`src/rtl/imem_ctrl.sv`:
```
// ---------------------------------------------------------------------------
// imem_ctrl
//
// Instruction memory controller. It sits directly upstream of the fetch
// stage.
// - It accepts line reads and byte-masked writes on a valid/ready request
//   port.
// - It issues each accepted request to a synchronous SRAM with a fixed read
//   latency of MEM_LAT cycles.
// - It returns whole 16-byte lines, in request order, through a response
//   FIFO that is protected by credits.
// - Flush discards every read that is in flight or buffered.
//
// Ports
//   clk          clock
//   reset        synchronous reset, active low
//   flush        discard all outstanding and buffered reads
//   req_valid    request valid
//   req_ready    request accepted when req_valid & req_ready
//   req_address  byte address; the line index is req_address[IADDRW-1:4]
//   req_wr_en    1 = write, 0 = read
//   req_wr_data  write data; byte 0 lands at line offset req_address[3:0]
//   req_wr_size  number of bytes to write
//   resp_valid   a read line is available
//   resp_ready   consumer accepts the line
//   resp_data    aligned 16-byte line
//   mem_en       SRAM access this cycle
//   mem_we       SRAM write
//   mem_addr     SRAM line index
//   mem_wdata    SRAM write data, already rotated to its line position
//   mem_bmask    SRAM byte enables
//   mem_rdata    SRAM read data, valid MEM_LAT cycles after a read
// ---------------------------------------------------------------------------
module imem_ctrl #(
  parameter int IADDRW     = 32,
  parameter int IDATAW     = 128,
  parameter int ISIZEW     = 8,
  parameter int MEM_LAT    = 2,
  parameter int FIFO_DEPTH = 4
) (
  input  logic              clk,
  input  logic              reset,
  input  logic              flush,
  input  logic              req_valid,
  output logic              req_ready,
  input  logic [IADDRW-1:0] req_address,
  input  logic              req_wr_en,
  input  logic [IDATAW-1:0] req_wr_data,
  input  logic [ISIZEW-1:0] req_wr_size,
  output logic              resp_valid,
  input  logic              resp_ready,
  output logic [IDATAW-1:0] resp_data,
  output logic              mem_en,
  output logic              mem_we,
  output logic [IADDRW-5:0] mem_addr,
  output logic [IDATAW-1:0] mem_wdata,
  output logic [15:0]       mem_bmask,
  input  logic [IDATAW-1:0] mem_rdata
);

  localparam int PTRW = (FIFO_DEPTH > 1) ? $clog2(FIFO_DEPTH) : 1;
  localparam int CNTW = $clog2(FIFO_DEPTH + 1);
  localparam int OUTW = $clog2(FIFO_DEPTH + MEM_LAT + 1);

  // -------------------------------------------------------------------------
  // Request acceptance and SRAM issue
  // -------------------------------------------------------------------------
  logic              accept;
  logic              wr_accept;
  logic              rd_accept;
  logic [3:0]        wr_off;
  logic [ISIZEW:0]   wr_end;     // one bit wider so off + size cannot wrap
  logic [15:0]       wr_bmask;
  logic [OUTW-1:0]   inflight;
  logic [OUTW-1:0]   outstanding;

  logic [MEM_LAT-1:0] pipe_valid_q, pipe_valid_d;
  logic [MEM_LAT-1:0] pipe_kill_q,  pipe_kill_d;

  logic [IDATAW-1:0] fifo_mem_q [FIFO_DEPTH];
  logic [IDATAW-1:0] fifo_mem_d [FIFO_DEPTH];
  logic [PTRW-1:0]   wr_ptr_q, wr_ptr_d;
  logic [PTRW-1:0]   rd_ptr_q, rd_ptr_d;
  logic [CNTW-1:0]   fifo_count_q, fifo_count_d;

  // Count every valid pipe entry, including killed ones. A killed entry
  // never pushes, so this is conservative. It also keeps the count simple.
  always_comb begin
    inflight = '0;
    for (int i = 0; i < MEM_LAT; i++) begin
      inflight = inflight + OUTW'(pipe_valid_q[i]);
    end
    outstanding = inflight + OUTW'(fifo_count_q);
  end

  // The credit is taken from registered state only. A pop in this cycle
  // frees its slot starting next cycle.
  assign req_ready = reset & ~flush & (outstanding < OUTW'(FIFO_DEPTH));
  assign accept    = req_valid & req_ready;
  assign wr_accept = accept & req_wr_en;
  assign rd_accept = accept & ~req_wr_en;

  assign wr_off = req_address[3:0];
  assign wr_end = {{(ISIZEW - 3){1'b0}}, wr_off} + {1'b0, req_wr_size};

  // Byte b is written when off <= b < off + size. Bytes past 15 simply
  // fall off the end of the line; nothing wraps into the next line.
  for (genvar gi = 0; gi < 16; gi++) begin : g_bmask
    assign wr_bmask[gi] = (4'(gi) >= wr_off) && ((ISIZEW + 1)'(gi) < wr_end);
  end

  assign mem_en    = accept;
  assign mem_we    = wr_accept;
  assign mem_addr  = req_address[IADDRW-1:4];
  assign mem_wdata = req_wr_data << {wr_off, 3'b000};
  assign mem_bmask = wr_accept ? wr_bmask : 16'h0000;

  // -------------------------------------------------------------------------
  // In-flight pipe: one {valid, kill} pair per cycle of SRAM latency
  // -------------------------------------------------------------------------
  logic pipe_out_valid;
  logic pipe_out_kill;
  logic push;
  logic pop;

  always_comb begin
    pipe_valid_d    = '0;
    pipe_kill_d     = '0;
    pipe_valid_d[0] = rd_accept;
    for (int i = 1; i < MEM_LAT; i++) begin
      pipe_valid_d[i] = pipe_valid_q[i-1];
      pipe_kill_d[i]  = pipe_kill_q[i-1] | flush;
    end
  end

  // The last stage lines up with mem_rdata. A flush in this very cycle
  // also drops the returning line.
  assign pipe_out_valid = pipe_valid_q[MEM_LAT-1];
  assign pipe_out_kill  = pipe_kill_q[MEM_LAT-1] | flush;
  assign push           = pipe_out_valid & ~pipe_out_kill;

  // -------------------------------------------------------------------------
  // Response FIFO
  // -------------------------------------------------------------------------
  function automatic logic [PTRW-1:0] ptr_inc(input logic [PTRW-1:0] p);
    return (p == PTRW'(FIFO_DEPTH - 1)) ? '0 : p + PTRW'(1);
  endfunction

  assign resp_valid = reset & (fifo_count_q != '0);
  assign resp_data  = fifo_mem_q[rd_ptr_q];
  assign pop        = resp_valid & resp_ready;

  always_comb begin
    fifo_mem_d   = fifo_mem_q;
    wr_ptr_d     = wr_ptr_q;
    rd_ptr_d     = rd_ptr_q;
    fifo_count_d = fifo_count_q;
    if (flush) begin
      // Flush wins over a pop in the same cycle; the FIFO ends empty.
      wr_ptr_d     = '0;
      rd_ptr_d     = '0;
      fifo_count_d = '0;
    end else begin
      if (push) begin
        fifo_mem_d[wr_ptr_q] = mem_rdata;
        wr_ptr_d             = ptr_inc(wr_ptr_q);
      end
      if (pop) begin
        rd_ptr_d = ptr_inc(rd_ptr_q);
      end
      case ({push, pop})
        2'b10:   fifo_count_d = fifo_count_q + CNTW'(1);
        2'b01:   fifo_count_d = fifo_count_q - CNTW'(1);
        default: fifo_count_d = fifo_count_q;
      endcase
    end
  end

  // -------------------------------------------------------------------------
  // State registers
  // -------------------------------------------------------------------------
  always_ff @(posedge clk) begin
    if (!reset) begin
      pipe_valid_q <= '0;
      pipe_kill_q  <= '0;
      wr_ptr_q     <= '0;
      rd_ptr_q     <= '0;
      fifo_count_q <= '0;
    end else begin
      pipe_valid_q <= pipe_valid_d;
      pipe_kill_q  <= pipe_kill_d;
      wr_ptr_q     <= wr_ptr_d;
      rd_ptr_q     <= rd_ptr_d;
      fifo_count_q <= fifo_count_d;
    end
  end

  // Line storage needs no reset; the empty count hides stale contents.
  always_ff @(posedge clk) begin
    fifo_mem_q <= fifo_mem_d;
  end

endmodule

```
`config.mk`:
```
export PLATFORM = sky130hd
export DESIGN_NAME = imem_ctrl
export DESIGN_NICKNAME = d
export VERILOG_FILES = /design/src/rtl/imem_ctrl.sv
export SDC_FILE = /design/constraint.sdc
export NUM_CORES = 1
export LEC_CHECK = 0
export BUFFER_PORTS_ARGS = -buffer_cell sky130_fd_sc_hd__buf_2
export CAP_MARGIN = 40
export CELL_PAD_IN_SITES_DETAIL_PLACEMENT = 0
export CELL_PAD_IN_SITES_GLOBAL_PLACEMENT = 1
export CORE_MARGIN = 2
export CORE_UTILIZATION = 43
export CTS_CLUSTER_DIAMETER = 60
export DETAILED_ROUTE_END_ITERATION = 10
export PLACE_DENSITY = 0.9
export SLEW_MARGIN = 30
export SYNTH_ARGS = -nofsm -noshare
export SYNTH_HDL_FRONTEND = slang
export SYNTH_SLANG_ARGS = --single-unit
```
`constraint.sdc`:
```
create_clock -name clk -period 6.4 [get_ports clk]
set_input_delay 0.64 -clock clk [delete_from_list [all_inputs] [get_ports clk]]
set_output_delay 0.64 -clock clk [all_outputs]
set_load 0.02 [all_outputs]
```
Word-level counts from Yosys, hierarchy flattened
Cells that the tools add are included.
W data, S select, Z words.

operators by class
  $add $sub $neg = 7
  order comparisons = 36
  equal/unequal tests = 4
  shift operators = 1
  multiplexer cells = 10
  bitwise operators = 16
  reduce and logical (&&, ||, !) cells = 21

operators with widths
  operator               number
  $bwmux W512            1
  $mux W128              3
  $bmux W128 S2          1
  $demux W128 S2         1
  $shl A128 B7 Y128      1
  $lt A4 B9 Y1 const A   8
  $lt A3 B9 Y1 const A   4
  $ge A4 B4 Y1 const A   8
  $lt A1 B9 Y1 const A   2
  $lt A2 B9 Y1 const A   2
  $logic_and A1 B1 Y1    17
  $ge A3 B4 Y1 const A   4
  $mux W16               1
  $add A4 B8 Y9          1
  $and A1 B1 Y1          8
  $ge A1 B4 Y1 const A   2
  $ge A2 B4 Y1 const A   2
  $eq A2 B2 Y1 const B   3
  $ge A3 B3 Y1 const B   2
  $not A2 Y3             2
  $pmux W3 S2            1
  $add A2 B1 Y2 const B  2
  $mux W2                2
  $not A1 Y1             4
  other kinds (12)       13

word-level totals
  register bits after elaboration = 523

Depth between registers and ports, before layout
  depth in word-level cells = 7
  gate-level depth with buffers = 9
  gate-level depth less buffers = 9

Least setup slack after synthesis
OpenSTA, ideal clock, no wires.

  kind = in2reg
  from = in flush
  to = reg fifo_mem_q[0] in the netlist's numbering, enable pin
  library setup time = 0.503 ns
  arrival = 3.800 ns
  required time = 5.897 ns
  slack = 2.097 ns
  stages on the path = 2
  path buffers = 0
  cell sequence = nor2_1 and2_1

between the ends
  cells in the longest elaborated chain, start to end = 4

RTL lines
  item                             RTL line  RTL
  from (decl)                      43        input logic flush,
  $or A1 B1 Y1                     139       assign pipe_out_kill = pipe_kill_q[MEM_LAT-1] | flush;
  $not A1 Y1                       140       assign push = pipe_out_valid & ~pipe_out_kill;
  $and A1 B1 Y1                    140
  $reduce_and A2 Y1 (no line) (*)  --
  to (signal assigned)             200       fifo_mem_q <= fifo_mem_d;
  to (decl)                        80        logic [IDATAW-1:0] fifo_mem_q [FIFO_DEPTH];

Mark *: on every way between the ends. The rest lies on a longest branch, timed or not.
A chain may end at the register's enable or synchronous reset.

Final worst setup path
  from = in req_address[0]
  to = out mem_wdata[125]

between the ends
  cells in the longest elaborated chain, start to end = 1

RTL lines
  item               RTL line  RTL
  from (decl)        46        input logic [IADDRW-1:0] req_address,
  $shl A128 B7 Y128  115       assign mem_wdata = req_wr_data << {wr_off, 3'b000};
  to (decl)          56        output logic [IDATAW-1:0] mem_wdata,

No other way between the ends.

==> reports/metrics.cfg <==
[finish]
layout_common_cells=buf_2 (545), edfxtp_1 (512), mux4_2 (191)
drive_above_1_share_pct=43.6
syn_to_final_growth_pct=20.4
final_common_cell=buf_2
fillers=4500
fin_area_mm2=0.0296
nets=2247

[timing]
fin_skew_ns=0.0277
rsz0062_at_grt=false
relSlewSlack_pct=34.2
slew_violations=0
finalHoldWorstSlack_ns=0.251
tightest_slew_ns=0.987
hold_violations=0
tns_ns=0
max_freq_mhz=261
post-route-min-period_ns=3.82
setup_viol=0
setup_ws_ns=2.58
fin_crit_sh_pct=59.8

[detailed_routing]
drc_errors=0
drtPass1Iterations=5
vias_per_cell=5.68
drtIter0Drc=1344
wl_um=69400
num_vias=15546
drt-wirelength-per-cell_um=25.4
ant_nets=0

[clock_network]
clockBufferDepth=3
clock_latency_ns=0.56
cts_max_level=2
clock_sinks=522
cts_setup_buffers=0
ctsHoldBuffers=0
cts_resized=0
numCtsBuffers=48
clk_pin_slew_worst_paths_ns=0.07
cts_tree=done
cts-root-buf=clkbuf_16

[synth]
synth_edf_count=512
syn_inst=1439
synth_cell_type_count=48
mappedNetlistArea_mm2=0.0246
synth-warning-count=0
syn-mean-instance-area_um2=17.1
synth_nets=1754
synth-seq-cells=522
ys_seq_area_share_pct=63.4
synth_ff_type=edfxtp_1
synthArstFlopShare_pct=0

[floorplan]
num_io_pins=606
die_y_um=243
start_util_pct=43.5
rows=87
die-area_mm2=0.0590
core_area_mm2=0.0564
die_w_um=243

[power]
seq_power_share_pct=50.9
power_switching_mw=1.71
p_leak_nw=10.7
power_frac_comb_pct=10.6
power_density_mw_per_mm2=250
p_sw_share_pct=23.2
peakVddDrop_mv=0.290
p_int_mw=5.67
clkPwrFrac_pct=38.5

[critical_path]
path_cells=buf_6, buf_4, buf_16, mux4_1, mux4_2, buf_2
worst-setup-path-type=in2out
slowest_stage=mux4_1
crit_path_max_incr_delay_ns=0.65
start_kind=input pin
arrival_ns=3.18
cp-end-kind=output pin
worstPathMaxFanout=61
crit_required_ns=5.76

[place]
gp_congestion=0.979
post_dp_cell_area_mm2=0.0278
io_buffers=549
preCtsSetupSlack_ns=2.40
dp_hpwl_um=48800

[grt]
grt_pass1_vias=15874
grt_usage_pct=22.9
grt_max_degree=169
gr-total-overflow=0
antenna_found_initial=31
grt_first_pass_wirelength_um=102000

[job]
maxCapViolCount=0

[min_path]
worstHoldPathType=in2reg

[status]
status=finished, final reports clean

-- cell usage after synthesis, types with 13 or more instances --
master,n,area (µm²)
edfxtp_1,512,15400
mux4_2,191,4300
mux2i_1,113,1130
nor2_1,96,360
a211oi_1,59,443
a21oi_1,58,290
nor2b_1,50,313
nand2_1,49,184
buf_4,40,300
buf_2,36,180
clkbuf_1,35,131
o22ai_1,25,156
a21o_1,17,128
and2_1,16,100
buf_1,14,52.6
nand2b_1,13,81.3
o21ai_0,13,65.1
-- kinds of logic (layout without fill, tap and decap cells) --
kind of cell	Yosys count	after routing	share of synthesized area [%]
buf+inv	142	672	3.25
simple gates	258	258	5.08
compound gates	195	195	5.14
other cells	0	11	0
flops	522	522	63.4
mux	305	305	22.2
fa+ha+maj	13	13	0.724
xor+xnor	4	4	0.143
-- final cells by class --
| type | instances | area, µm² | area share [%] |
|---|---|---|---|
| sequential | 522 | 15600 | 52.7 |
| antenna | 11 | 27.5 | 0.0931 |
| timing repair buffer | 576 | 3200 | 10.8 |
| multi-input combinational | 775 | 8190 | 27.7 |
| clock inverter | 28 | 332 | 1.12 |
| tap | 756 | 946 | 3.20 |
| inverter | 9 | 33.8 | 0.114 |
| clock buffer | 59 | 1240 | 4.20 |
-- worst max-delay path, delay by kind of cell --
family / cells / cell delay [ns]
buf+inv: 4 / 1.32
mux: 2 / 1.16
-- path summary, 6_finish.rpt --
kind | end | cells past startpoint | from | slack [ns]
setup reg to reg | fifo_mem_q[49]$_DFFE_PP_ | 6 | pipe_kill_q[1]$_SDFF_PN0_ | 3.83
setup / recovery | mem_wdata[125] | 6 | req_address[0] | 2.58
hold / removal | pipe_valid_q[0]$_SDFF_PN0_ | 2 | req_wr_en | 0.25
hold reg to reg | pipe_valid_q[1]$_SDFF_PN0_ | 1 | pipe_valid_q[0]$_SDFF_PN0_ | 0.49
-- power by group through the flow --
stage / combinational (mW) / sequential [mW] / clock [mW]
2_1_floorplan: 0.488 / 3.83 / 0
5_1_grt: 0.835 / 3.75 / 3.00
4_1_cts: 0.775 / 3.75 / 2.89
6_report: 0.783 / 3.75 / 2.84
3_3_place_gp: 0.759 / 3.83 / 0
3_5_place_dp: 0.772 / 3.83 / 0
-- metal layers --
metal  part of all wire [%]  global-route usage, %  vias to the layer above
met5                   0.18                  0.245                        -
met2                     51                   39.5                      771
met1                     37                   28.2                     7800
met3                    9.2                   6.50                      137
met4                    2.6                   6.19                       20
li1                       -                      -                     6818
-- registers in the layout, indices dropped and copies added (netlist names) --
signal        count
fifo_mem_q      512
fifo_count_q      3
pipe_valid_q      2
rd_ptr_q          2
wr_ptr_q          2
pipe_kill_q       1
-- per-stage QoR --
| step | power [mW] | util [%] | instances |
|---|---|---|---|
| 2_1_floorplan | 4.32 | - | 1439 |
| 3_5_place_dp | 4.60 | 49.4 | 2634 |
| 3_3_place_gp | 4.59 | 49.1 | 2627 |
| 4_1_cts | 7.42 | 52.2 | 2721 |
| 6_report | 7.38 | 52.4 | 2736 |
| 5_1_grt | 7.59 | 52.4 | 2733 |
Note: power is estimated with default switching activity, not from simulation.
